File: src/rtl/bcd_pkg.sv
// Shared BCD digit type, modulus constants and per-digit limit helper
// for the up/down BCD counter.
package bcd_pkg;

    typedef logic [3:0] bcd_digit_t;

    localparam bcd_digit_t MOD10 = 4'd10;
    localparam bcd_digit_t MOD6  = 4'd6;

    function automatic bcd_digit_t digit_max(input logic mod6_sel);
        return mod6_sel ? (MOD6 - 4'd1) : (MOD10 - 4'd1);
    endfunction

    function automatic bcd_digit_t digit_mod(input logic mod6_sel);
        return mod6_sel ? MOD6 : MOD10;
    endfunction

endpackage

File: src/rtl/bcd_digit_cell.sv
// Combinational single-digit adder/subtractor: adds or subtracts an addend
// modulo 6 or 10 and reports the carry/borrow into the next digit.
module bcd_digit_cell
    import bcd_pkg::*;
(
    input  bcd_digit_t digit_i,
    input  logic       mod6_sel_i,
    input  bcd_digit_t addend_i,
    input  logic       down_i,
    output bcd_digit_t digit_o,
    output logic       carry_o
);

    logic [4:0] mod_w;
    logic [4:0] dig_w;
    logic [4:0] add_w;
    logic [4:0] res_w;

    assign mod_w = {1'b0, digit_mod(mod6_sel_i)};
    assign dig_w = {1'b0, digit_i};
    assign add_w = {1'b0, addend_i};

    // addend never reaches the modulus, so one correction step is enough
    always_comb begin
        res_w   = dig_w;
        carry_o = 1'b0;
        if (!down_i) begin
            res_w = dig_w + add_w;
            if (res_w >= mod_w) begin
                res_w   = res_w - mod_w;
                carry_o = 1'b1;
            end
        end else if (dig_w < add_w) begin
            res_w   = dig_w + mod_w - add_w;
            carry_o = 1'b1;
        end else begin
            res_w = dig_w - add_w;
        end
    end

    assign digit_o = res_w[3:0];

endmodule

File: src/rtl/bcd_updown_counter.sv
// Multi-digit BCD up/down counter with per-digit modulo 6/10, load with
// digit range checking, and wrap or saturate behaviour at the boundaries.
module bcd_updown_counter
    import bcd_pkg::*;
#(
    parameter int                    NUM_DIGITS  = 4,
    parameter logic [NUM_DIGITS-1:0] MOD_PATTERN = 4'b1010,
    parameter int                    STEP        = 1,
    parameter bit                    WRAP_MODE   = 1'b1
) (
    input  logic                    clk,
    input  logic                    rst_n,
    input  logic                    en,
    input  logic                    up,
    input  logic                    down,
    input  logic                    clear,
    input  logic                    load,
    input  logic [4*NUM_DIGITS-1:0] load_val,
    output logic [4*NUM_DIGITS-1:0] count,
    output logic                    wrap,
    output logic                    load_err,
    output logic                    at_zero,
    output logic                    at_max
);

    localparam int W = 4 * NUM_DIGITS;
    localparam bcd_digit_t STEP_D = bcd_digit_t'(STEP);

    logic [W-1:0]          count_q, count_d;
    logic                  wrap_q, wrap_d;
    logic                  load_err_q, load_err_d;

    logic [W-1:0]          max_val;
    logic [W-1:0]          load_clean;
    logic                  load_bad;
    logic [W-1:0]          chain_val;
    logic [NUM_DIGITS-1:0] chain_carry;
    logic                  do_count;

    function automatic logic [W-1:0] sat_select(input logic [W-1:0] wrapped,
                                                input logic         edge_hit,
                                                input logic         dir_down,
                                                input logic [W-1:0] top_val);
        if (WRAP_MODE || !edge_hit)
            return wrapped;
        return dir_down ? '0 : top_val;
    endfunction

    genvar g;
    generate
        for (g = 0; g < NUM_DIGITS; g++) begin : g_digit
            bcd_digit_t addend;
            if (g == 0) begin : g_lsd
                assign addend = STEP_D;
            end else begin : g_upper
                assign addend = {3'b000, chain_carry[g-1]};
            end

            bcd_digit_cell u_cell (
                .digit_i    (count_q[4*g +: 4]),
                .mod6_sel_i (MOD_PATTERN[g]),
                .addend_i   (addend),
                .down_i     (down),
                .digit_o    (chain_val[4*g +: 4]),
                .carry_o    (chain_carry[g])
            );
        end
    endgenerate

    always_comb begin
        max_val    = '0;
        load_clean = '0;
        load_bad   = 1'b0;
        for (int i = 0; i < NUM_DIGITS; i++) begin
            max_val[4*i +: 4] = digit_max(MOD_PATTERN[i]);
            if (load_val[4*i +: 4] > digit_max(MOD_PATTERN[i]))
                load_bad = 1'b1;
            else
                load_clean[4*i +: 4] = load_val[4*i +: 4];
        end
    end

    assign do_count = en && (up ^ down);

    always_comb begin
        count_d    = count_q;
        wrap_d     = 1'b0;
        load_err_d = 1'b0;
        if (clear) begin
            count_d = '0;
        end else if (load) begin
            count_d    = load_clean;
            load_err_d = load_bad;
        end else if (do_count) begin
            count_d = sat_select(chain_val, chain_carry[NUM_DIGITS-1], down, max_val);
            wrap_d  = chain_carry[NUM_DIGITS-1];
        end
    end

    always_ff @(posedge clk) begin
        if (!rst_n) begin
            count_q    <= '0;
            wrap_q     <= 1'b0;
            load_err_q <= 1'b0;
        end else begin
            count_q    <= count_d;
            wrap_q     <= wrap_d;
            load_err_q <= load_err_d;
        end
    end

    assign count    = count_q;
    assign wrap     = wrap_q;
    assign load_err = load_err_q;
    assign at_zero  = (count_q == '0);
    assign at_max   = (count_q == max_val);

endmodule

File: config.mk
export PLATFORM = sky130hd
export DESIGN_NAME = bcd_updown_counter
export DESIGN_NICKNAME = d
export VERILOG_FILES = /design/src/rtl/bcd_pkg.sv /design/src/rtl/bcd_digit_cell.sv /design/src/rtl/bcd_updown_counter.sv
export SDC_FILE = /design/constraint.sdc
export NUM_CORES = 1
export LEC_CHECK = 0
export CORE_MARGIN = 3
export CORE_UTILIZATION = 53
export DETAILED_ROUTE_END_ITERATION = 8
export GPL_TIMING_DRIVEN = 0
export PLACE_DENSITY = 0.81
export SKIP_CTS_REPAIR_TIMING = 1
export SLEW_MARGIN = 20
export SYNTH_ARGS = -nofsm -noshare
export SYNTH_HDL_FRONTEND = slang
export SYNTH_SLANG_ARGS = --single-unit
File: constraint.sdc
create_clock -name clk -period 6.4 [get_ports clk]
set_input_delay 1.28 -clock clk [delete_from_list [all_inputs] [get_ports clk]]
set_output_delay 1.28 -clock clk [all_outputs]
set_load 0.03 [all_outputs]
==> results.toml, run 1 <==
[outcome]
outcome = "completed"

[sta]
min_period_over_period = 0.934
maxSlewHeadroom = 0.619
max_slew.worst_pin.slew_ns = 0.571
clock.fmax_ghz = 0.167
finalCriticalPeriod_ns = 5.98
fin_worst_skew_ns = 0.00540
setup_violations = 0
holdWs_ns = 0.653
slew_viol_final = 0
hold_viol = 0

[cts]
clk_latency_ns = 0.27
cts-root-buf = "clkbuf_8"
cts_tree = "done"
cts.sinks = 18
htree_levels = 1
cts_inserted_buffers = 3
cts_max_path_buffers = 2
clk_pin_slew_worst_paths_ns = 0.08

[synthesis]
yosysMostFrequentCell = "ha_1"
muxShareOfSynthArea = 0.0316
ys_ff_latch = 18
yosys-top-cells-count = "ha_1, a21oi_1, inv_1, nor2_1, nand2_1"
synth_top_area_share = 0.174
netlist_instances = 306
synth.top_cells.by_area = "ha_1, dfxtp_1, a21oi_1, inv_1, nor2_1"
yosys_warnings = 0
synthFlopType = "dfxtp_1"
syn_avg_cell_area_um2 = 7.50
synth_area_mm2 = 0.00229
ys_types = 59
synth_xor_xnor_area_share = 0.0611
synthAdderAreaFrac = 0.174
yosys.area.top_type = "ha_1"
synth_fp_nets = 361
synth_seq_area_share = 0.157
synth-compound-area-share = 0.256
synth-simple-area-share = 0.246
synth_top_family_by_area = "compound AO/OA/AOI/OAI gates"
async_flop_share = 0
synth_enable_flop_cells = 0

[min_path]
hold_class = "flop to flop"

[setup_path]
crit_top_cell = "ha_1"
critPathArrivalTime_ns = 6.17
crit_slowest_cell = "dfxtp_2"
path_class = "flop to flop"
cpPeakStageDelay_ns = 0.40
worstPathBufferInverterCount = 3
start_kind = "flop"
critPathRequiredTime_ns = 6.60
end_kind = "flop"
cp_top_family = "adder cells"
cp_max_fo = 8

[global_routing]
gr-total-overflow = 0
grt_start_max_net_pins = 11
grt_pass1_vias = 2282
track_usage = 0.258
antenna_found_initial = 0
grt_pass1_wl_um = 10700

[flow_run]
maxCapViolations = 0

[power]
vdd_drop_max_uv = 133
leakagePower_nw = 1.13
p_per_area_mw_per_mm2 = 119

[floorplan]
ioPinCount = 43
die_h_um = 71.8
die-area_mm2 = 0.00516
placementRows = 23
coreArea_mm2 = 0.00409
initial_utilization = 0.562
fp.dieW_um = 71.8

[cells_and_area]
instances_no_fill = 406
fillCellCount = 354
fin_nets = 412
syn_to_final_growth_pct = 27.8
fin_area_mm2 = 0.00293
n_antenna_cell = 0
multi_input_area_mm2 = 0.00183
drive_gt1_frac = 0.118
utilization = 0.717
seqCellArea_um2 = 365

[placement]
dpl.hpwl_um = 4930
placed_area_mm2 = 0.00276
io_buffers = 40
place.gp.congestion = 0.884
dp.cells = 396

[routing]
wirelength_um = 6670
dr.pass1.iters = 4
vias = 2472
drcViolationCount = 0
vias_per_cell = 6.09
routedWlPerCell_um = 16.4
ant_nets = 0
first_iter_violations = 229
## final cells by class
class,instances,area share
flip-flops and latches,18,0.125
multi-input cells,247,0.625
inverters,26,0.0333
well taps,50,0.0213
plain buffers,15,0.0248
repair buffers,46,0.152
clock buffers,4,0.0188
## worst reg2reg max path, delay by kind of cell, from the launching register on
kind / cells / cell delay (ns)
xor gates and xnor gates: 1 / 0.21
AOI/OAI and AO/OA: 10 / 1.63
adders and majority gates: 10 / 2.55
and+or+nand+nor: 6 / 0.82
buffers and inverters: 3 / 0.31
DFF: 1 / 0.40
## stage by stage
step | setup WS, ns | total power [mW] | TNS [ns]
global placement | -0.174 | 0.241 | -0.436
finish | 0.424 | 0.348 | 0
global route | -0.0242 | 0.364 | -0.0242
floorplan | 0.313 | 0.201 | 0
CTS | -0.452 | 0.343 | -1.50
detailed placement | -0.382 | 0.244 | -1.22
## logic make-up after synthesis
family / after synthesis
fa+ha+maj: 32
flops: 18
simple gates: 106
compound gates: 89
buf+inv: 41
mux: 7
xor+xnor: 13
## cell usage in the layout, fill, tap and decap left out, drive strengths merged, types with 4 or more instances in the layout
| cell type | instances |
|---|---|
| nand2b | 9 |
| xnor2 | 10 |
| nand3 | 15 |
| o211ai | 5 |
| clkdlybuf4s50 | 40 |
| mux2i | 5 |
| buf | 12 |
| a31oi | 6 |
| a211o | 6 |
| nor3 | 8 |
| ha | 32 |
| o21ai | 18 |
| nor2b | 4 |
| nand2 | 19 |
| a21oi | 31 |
| clkbuf | 13 |
| nor2 | 21 |
| nand4 | 5 |
| dfxtp | 18 |
| nor4 | 4 |
| inv | 25 |
## sequential cells by signal, summed over array words and instances (netlist names)
name	cells
count	16
load_err	1
wrap	1
## path summary, 6_finish.rpt
| check | slack (ns) | cells after the start | start | end |
|---|---|---|---|---|
| worst max-delay path | 0.42 | 30 | count[1]$_SDFFE_PP0P_ | wrap$_SDFF_PP0_ |
| worst min-delay path | 0.65 | 2 | count[1]$_SDFFE_PP0P_ | count[1]$_SDFFE_PP0P_ |
| worst max register to register | 0.42 | 30 | count[1]$_SDFFE_PP0P_ | wrap$_SDFF_PP0_ |
| worst min register to register | 0.65 | 2 | count[1]$_SDFFE_PP0P_ | count[1]$_SDFFE_PP0P_ |
## routing by layer
layer  wire (um)  part of all wire  global-route usage
met2        3180              0.48               0.413
met3         449             0.067              0.0463
met1        2980              0.45               0.356
met5           0                 0                   0
met4          60            0.0090              0.0689
## where the power goes
part           leakage [nW]  total (mW)  switching [mW]  internal, mW
combinational         0.953       0.128          0.0702        0.0576
sequential            0.147       0.121         0.00562         0.115
clock                0.0288      0.0996          0.0447        0.0549
No activity file was read; power rests on OpenSTA's default activity.
==> run 2, diff against run 1 <==
--- a/config.mk
+++ b/config.mk
@@ -5,6 +5,7 @@
 export SDC_FILE = /design/constraint.sdc
 export NUM_CORES = 1
 export LEC_CHECK = 0
+export CAP_MARGIN = 20
 export CORE_MARGIN = 3
 export CORE_UTILIZATION = 53
 export DETAILED_ROUTE_END_ITERATION = 8
==> results of run 2 <==
No change in the layout: final DEF, timing and power equal those of run 1.
==> run 3, diff against run 2 <==
--- a/config.mk
+++ b/config.mk
@@ -12,7 +12,7 @@
 export GPL_TIMING_DRIVEN = 0
 export PLACE_DENSITY = 0.81
 export SKIP_CTS_REPAIR_TIMING = 1
-export SLEW_MARGIN = 20
+export SLEW_MARGIN = 15
 export SYNTH_ARGS = -nofsm -noshare
 export SYNTH_HDL_FRONTEND = slang
 export SYNTH_SLANG_ARGS = --single-unit
==> results of run 3 <==
No change in the layout: final DEF, timing and power equal those of run 1.
